[src/rtl/host_descriptor_queue.sv]
// Descriptor FIFO between host injection control and downstream forwarding.
// Decouples two wr/ack handshakes and exposes occupancy/watermark/traffic stats.
module host_descriptor_queue #(
    parameter int unsigned DEPTH  = 16,
    parameter int unsigned ADDR_W = 4
) (
    input  logic              i_clk,
    input  logic              i_rst,
    input  logic [39:0]       iv_descriptor,
    input  logic              i_descriptor_wr,
    output logic              o_descriptor_ack,
    output logic [39:0]       ov_descriptor,
    output logic              o_descriptor_wr,
    input  logic              i_descriptor_ack,
    input  logic [ADDR_W:0]   iv_afull_threshold,
    input  logic              i_watermark_clr,
    output logic [ADDR_W:0]   ov_usedw,
    output logic [ADDR_W:0]   ov_max_usedw,
    output logic              o_full,
    output logic              o_afull,
    output logic [15:0]       ov_in_cnt,
    output logic [15:0]       ov_out_cnt
);

    localparam int unsigned UW = ADDR_W + 1;
    localparam int unsigned DW = 40;
    localparam int unsigned CW = 16;

    typedef enum logic {
        O_IDLE = 1'b0,
        O_WAIT = 1'b1
    } out_state_t;

    out_state_t         state;
    logic [DW-1:0]      mem [DEPTH];
    logic [ADDR_W-1:0]  wp;
    logic [ADDR_W-1:0]  rp;

    logic               accept_c;
    logic               pop_c;
    logic [UW-1:0]      usedw_nxt_c;

    // The ack-low qualifier keeps a still-high wr from being accepted twice.
    assign accept_c    = i_descriptor_wr && !o_descriptor_ack && (ov_usedw < UW'(DEPTH));
    assign pop_c       = (state == O_WAIT) && i_descriptor_ack;
    assign usedw_nxt_c = ov_usedw + UW'(accept_c) - UW'(pop_c);

    // Storage array; contents need no reset since usedw gates every read.
    always_ff @(posedge i_clk) begin
        if (!i_rst && accept_c) begin
            mem[wp] <= iv_descriptor;
        end
    end

    always_ff @(posedge i_clk) begin
        if (i_rst) begin
            state            <= O_IDLE;
            wp               <= '0;
            rp               <= '0;
            o_descriptor_ack <= 1'b0;
            ov_descriptor    <= '0;
            o_descriptor_wr  <= 1'b0;
            ov_usedw         <= '0;
            ov_max_usedw     <= '0;
            o_full           <= 1'b0;
            o_afull          <= 1'b0;
            ov_in_cnt        <= '0;
            ov_out_cnt       <= '0;
        end else begin
            o_descriptor_ack <= accept_c;
            if (accept_c) begin
                wp        <= wp + ADDR_W'(1);
                ov_in_cnt <= ov_in_cnt + CW'(1);
            end

            // Flags and watermark follow the next occupancy so they align with usedw.
            ov_usedw <= usedw_nxt_c;
            o_full   <= (usedw_nxt_c == UW'(DEPTH));
            o_afull  <= (usedw_nxt_c >= iv_afull_threshold);
            if (i_watermark_clr) begin
                ov_max_usedw <= usedw_nxt_c;
            end else if (usedw_nxt_c > ov_max_usedw) begin
                ov_max_usedw <= usedw_nxt_c;
            end

            case (state)
                O_IDLE: begin
                    if (ov_usedw != '0) begin
                        ov_descriptor   <= mem[rp];
                        o_descriptor_wr <= 1'b1;
                        state           <= O_WAIT;
                    end
                end
                O_WAIT: begin
                    if (i_descriptor_ack) begin
                        o_descriptor_wr <= 1'b0;
                        rp              <= rp + ADDR_W'(1);
                        ov_out_cnt      <= ov_out_cnt + CW'(1);
                        state           <= O_IDLE;
                    end
                end
                default: state <= O_IDLE;
            endcase
        end
    end

endmodule

[config.mk]
export PLATFORM = sky130hd
export DESIGN_NAME = host_descriptor_queue
export DESIGN_NICKNAME = d
export VERILOG_FILES = /design/src/rtl/host_descriptor_queue.sv
export SDC_FILE = /design/constraint.sdc
export NUM_CORES = 1
export LEC_CHECK = 0
export BUFFER_PORTS_ARGS = -buffer_cell sky130_fd_sc_hd__buf_2
export CAP_MARGIN = 15
export CORE_MARGIN = 2
export CORE_UTILIZATION = 48
export CTS_CLUSTER_SIZE = 14
export DETAILED_ROUTE_END_ITERATION = 10
export GPL_ROUTABILITY_DRIVEN = 0
export PLACE_DENSITY = 0.65
export REMOVE_ABC_BUFFERS = 1
export SLEW_MARGIN = 20
export SYNTH_ARGS = -nofsm -noshare
export SYNTH_HDL_FRONTEND = slang
export SYNTH_SLANG_ARGS = --single-unit
export TNS_END_PERCENT = 5
[constraint.sdc]
create_clock -name i_clk -period 5.75 [get_ports i_clk]
set_clock_uncertainty 0.15 [all_clocks]
set_input_delay 1.15 -clock i_clk [delete_from_list [all_inputs] [get_ports i_clk]]
set_output_delay 1.15 -clock i_clk [all_outputs]
set_load 0.05 [all_outputs]
# --- Word-level counts from Yosys, hierarchy flattened ---
# Memory sizes are Yosys's and may differ from the RTL's. A register that Yosys moved wholly into a read port is not among the register bits.
# Cells that the tools add are included.
word_totals:
  memories: 1
  output_inout_bits: 86
  word_cells: 46
  reg_bits: 55
  ram_bits: 640
mem_list:
  columns: ["name", "depth", "word_bits", "rd", "rd_clocked_by_memory_dff", "write_ports", "line_no", "rtl"]
  rows:
  - ["mem", 16, 40, 1, 1, 1, "35", "logic [DW-1:0] mem [DEPTH];"]
op_classes:
  bitwise: 1
  n_eq_ne: 3
  add_sub_neg: 6
  order_cmp: 3
  reduce_logical: 11
  mux: 10
op_table:
  columns: ["cell", "n"]
  rows:
  - ["$add A16 B1 Y16 const B", 2]
  - ["$mux W5", 2]
  - ["$add A4 B1 Y4 const B", 2]
  - ["$mux W1", 6]
  - ["$reduce_and A2 Y1", 3]
  - ["$add A5 B1 Y5", 1]
  - ["$eq A5 B5 Y1 const B", 1]
  - ["$ge A5 B5 Y1", 1]
  - ["$gt A5 B5 Y1", 1]
  - ["$lt A5 B5 Y1 const B", 1]
  - ["$reduce_bool A5 Y1", 1]
  - ["$sub A5 B1 Y5", 1]
  - ["$logic_and A1 B1 Y1", 4]
  - ["$ne A2 B2 Y1 const B", 2]
  - ["$pmux W1 S2", 2]
  - ["$logic_not A1 Y1", 2]
  - ["$reduce_bool A2 Y1", 1]
  - ["$not A1 Y1", 1]

# --- Logic depth before layout (Yosys ltp) ---
depth:
  word_depth: 8
  ltp_mapped: 16

# --- Worst setup path before layout ---
# No wires, ideal clock.
synth_timing:
  path_type: "in2reg"
  startpoint: "input i_descriptor_wr"
  endpoint: "memory mem[0][0] (enable)"
  arrival_time_ps: 4847
  required_time_ps: 5113
  stages: 6
  path_buffers: 1
  slack_ps: 266
  setup_ps: 487
  cell_sequence: "nor3b_1 buf_2 inv_1 nor2_1 nand2_1 nor3_1"
synth_between:
  elab_chain_len: 5
synth_lines:
  columns: ["element", "line_no", "rtl"]
  rows:
  - ["start: declaration", "10", "input logic i_descriptor_wr,"]
  - ["$logic_and A1 B1 Y1 (2 in a row)", "44", "assign accept_c = i_descriptor_wr && !o_descriptor_ack && (ov_usedw < UW'(DEPTH));"]
  - ["$logic_and A1 B1 Y1", "50", "if (!i_rst && accept_c) begin"]
  - ["$mux W1", "50", null]
  - ["$mux W1 (not written as such)", "51", "mem[wp] <= iv_descriptor;"]
  - ["end: declaration", "35", null]
# Every way passes these cells.

# --- Worst setup path in the final report ---
layout_timing:
  startpoint: "input i_descriptor_wr"
  endpoint: "register ov_max_usedw[4]"
layout_between:
  elab_chain_len: 6
  elab_cells_between_ends: 8
  cone_classes: "add/sub: 2; order compare: 1; mux: 2; reduce/logical: 3"
layout_lines:
  columns: ["element", "line_no", "rtl"]
  rows:
  - ["$logic_and A1 B1 Y1 * (2 in a row)", "44", null]
  - ["$add A5 B1 Y5 *", "46", "assign usedw_nxt_c = ov_usedw + UW'(accept_c) - UW'(pop_c);"]
  - ["$sub A5 B1 Y5 *", "46", null]
  - ["net usedw_nxt_c[4]", "41", "logic [UW-1:0] usedw_nxt_c;"]
  - ["$gt A5 B5 Y1 or $mux W5 (tied branches)", "82", "end else if (usedw_nxt_c > ov_max_usedw) begin"]
  - ["$reduce_bool A2 Y1 (no line) or $mux W5 (tied branches)", null, null]
  - ["end signal: assignment", "81", "ov_max_usedw <= usedw_nxt_c;"]
  - ["end signal: assignment", "83", "ov_max_usedw <= usedw_nxt_c;"]
  - ["end: declaration", "18", "output logic [ADDR_W:0] ov_max_usedw,"]
# The timed path passes the listed nets; every way through them passes the cells marked *. The select of a mux whose other input is x is not followed.
# A chain may end at the register's enable or synchronous reset.

==> results.toml <==
[finish]
final_util = 0.5584
seq_area_um2 = 21130
drive_gt1_frac = 0.2765
areaGrowthSynthToFinish_pct = 14.51
nFillCells = 4426
final_cells = 2462
multi_input_area_um2 = 6775
num-nets-final = 1708

[setup_path]
path_cells = "buf_2, nor3b_1, buf_4, inv_1, ha_1, inv_1, ha_1, fa_1, a21oi_1, o21bai_1, xnor2_1, ha_1, nand4_1, nor2_1, o41ai_2, mux2i_1, nor2_1"
r2r_slack_ns = 1.56
cp_max_fo = 13
worstPathArrival_ns = 4.74
cp.required_ns = 6.06
crit_type = "in -> reg"
r2r_cells = 16
start_kind = "input port"
reg2reg_to = "ov_max_usedw[4]"
cp_common_cell = "ha_1"
critPathCaptureType = "register"
critPathBufInv = 4
crit_path_max_incr_delay_ns = 0.71
cp_top_family = "adder cells"
reg2reg_from = "ov_usedw[4]"
slowest_stage = "o41ai_2"

[placement]
dp.final_hpwl_um = 33630
place_inst = 2322
preCtsSetupSlack_ns = 0.6800
port_buffers = 135

[power]
combPwrFrac = 0.180
power.internal_mw = 9.530
vdd_drop_max_mv = 0.4087
power_mw = 13.27
p_per_area_nw_per_um2 = 410.2
p_seq_frac = 0.469
power_leakage_nw = 10.62
power_switching_mw = 3.735
swShare = 0.2815
p_clk_frac = 0.351

[timing]
finalHoldViolations = 0
max_freq_mhz = 225.6
setup_ws_ns = 1.318
tightest_slew_ns = 0.9431
setup_viol = 0
fin_setup_tns_ns = 0
slew_viol_final = 0
rsz0062_at_grt = "false"
timing.final.crit_share = 0.7708
max_slew_margin = 0.3698
fin_crit_ns = 4.432

[synth]
synth-seq-cells = 735
synth_top_area_cell = "edfxtp_1"
synth_area_per_cell_um2 = 19.40
yosysUniqueCellTypes = 47
async_flop_share = 0
ys_top_cells_by_count = "edfxtp_1 (640), mux4_2 (160), nor2b_1 (110), nor2_1 (102), dfxtp_1 (95)"
syn_inst = 1456
synth_edf_count = 640
syn_area_um2 = 28240
yosys_warnings = 0
synth.area.top_cells = "edfxtp_1 (68%), mux4_2 (13%), dfxtp_1 (6.7%), nor2b_1 (2.4%), nor2_1 (1.4%)"
yosysMostFrequentCell = "edfxtp_1"
yosys.area.top_type_share = 0.6805
synth_ff_type = "edfxtp_1"
ys_seq_area_frac = 0.7479

[clock_network]
cts.repair.resized = 0
cts-root-buf = "clkbuf_16"
cts.sinks = 735
clk_latency_ns = 0.62
cts_tree = "built"
hold_buffers = 0
cts_max_level = 3
path_clk_slew_ns = 0.06
cts_buffers = 74
clockBufferDepth = 3
cts_setup_buffers = 0

[drt]
drc = 0
first_pass_iters = 5
totalWireLength_um = 58380
drt_iter0_markers = 1013
viasPerCell = 5.653
ant_nets = 0
via_count = 13920
post_drt_wl_per_cell_um = 23.71

[global_route]
grt_util_all_layers = 0.1969
grt_max_degree = 60
grt_first_pass_wirelength_um = 89070
first_global_vias = 14440
grt_overflow = 0
antenna_found_initial = 2

[hold_path]
hp-class = "reg -> reg"
min_path_cells = 2
min_from = "o_descriptor_wr"
min_to = "o_descriptor_wr"

[floorplan]
ios = 136
fp.dieW_um = 246.6
rows = 88
initial_core_util = 0.4876
coreArea_um2 = 57920
die_height_um = 246.6
die-area_um2 = 60790

[outcome]
status = "finished clean"

[job]
maxCapViolations = 0
-- power groups by stage --
stage / logic, mW / registers, mW / clock network, mW
floorplan: 1.16 / 6.90 / 0
global placement: 2.35 / 6.34 / 0
detailed placement: 2.38 / 6.34 / 0
CTS: 2.39 / 6.23 / 4.75
global route: 2.59 / 6.25 / 4.96
finish: 2.38 / 6.22 / 4.66
-- per-layer routing --
layer / share of wire / up-vias / wire (µm) / global-route usage
li1: - / 6165 / - / -
met1: 0.44 / 7305 / 25920 / 0.2812
met4: 0.017 / 4 / 1016 / 0.04926
met5: 0.00038 / - / 22 / 0
met3: 0.055 / 83 / 3232 / 0.03442
met2: 0.48 / 361 / 28190 / 0.3173
-- how the worst max path moves through the flow --
| stage | depth (start not counted) | from | endpoint |
|---|---|---|---|
| 2_1_floorplan | 4 | rp[1] | ov_descriptor[34] |
| 3_3_place_gp | 17 | i_descriptor_wr | ov_max_usedw[1] |
| 5_1_grt | 17 | i_descriptor_wr | ov_max_usedw[3] |
| 3_5_place_dp | 17 | i_descriptor_wr | ov_max_usedw[4] |
| 6_report | 17 | i_descriptor_wr | ov_max_usedw[4] |
| 4_1_cts | 17 | i_descriptor_wr | ov_max_usedw[4] |
-- worst reg2reg max path: stages, from the launching register on --
cell and delay (ns):
dfxtp_1 0.36, nor3b_1 0.19, buf_4 0.22, inv_1 0.09
ha_1 0.28, inv_1 0.04, ha_1 0.20, fa_1 0.44
a21oi_1 0.16, o21bai_1 0.09, xnor2_1 0.33, ha_1 0.32
nand4_1 0.11, nor2_1 0.06, o41ai_2 0.71, mux2i_1 0.26
nor2_1 0.05
-- registers in the layout (all words and copies together) (netlist names) --
name	cells
mem	640
o_afull	1
o_descriptor_ack	1
o_descriptor_wr	1
o_full	1
ov_descriptor	40
ov_in_cnt	16
ov_max_usedw	5
ov_out_cnt	16
ov_usedw	5
rp	4
state	1
wp	4
-- layout by cell type (no fill, tap or decap), drive strengths merged, types with 3 or more instances in the layout --
master,synthesis,layout
clkbuf,21,103
a311oi,5,5
buf,49,172
xor2,18,18
nor2,103,103
or3,3,3
ha,23,23
and3,7,7
bufinv,0,3
dfxtp,95,95
edfxtp,640,640
xnor2,19,19
nand3,8,8
mux2i,5,5
clkinv,0,28
mux4,160,160
nand2b,3,3
o21ai,5,5
nor4,4,4
nor3,9,9
or4,34,34
nand2,24,24
nand3b,4,4
nor3b,3,3
inv,22,25
nand4,10,10
a21oi,11,11
a22oi,44,44
nor2b,110,110
a211oi,5,5
and2,3,3
-- metrics by stage --
| stage | area, µm² | hold WS (ns) |
|---|---|---|
| 4_1_cts | 32320 | 0.3417 |
| 3_5_place_dp | 29930 | 0.3334 |
| 3_3_place_gp | 29930 | 0.3244 |
| 6_report | 32340 | 0.3393 |
| 5_1_grt | 32340 | 0.3652 |
| 2_1_floorplan | 27860 | 0.3742 |
-- cells by family after synthesis --
family                     share of synthesized area
and+or+nand+nor                              0.06482
buffers and inverters                        0.01644
adders and majority gates                    0.01090
AOI/OAI and AO/OA                            0.01874
DFF                                           0.7479
muxes                                         0.1298
xor gates and xnor gates                     0.01147
-- cell type report --
class                      count  share of cell area
sequential                   735              0.6534
clock buffer                 103             0.06345
timing repair buffer         172             0.03111
inverter                      22            0.002553
antenna                        1          0.00007738
clock inverter                35             0.01029
tap                          765             0.02960
multi-input combinational    629              0.2095
Power figures use the tool's default switching activity.
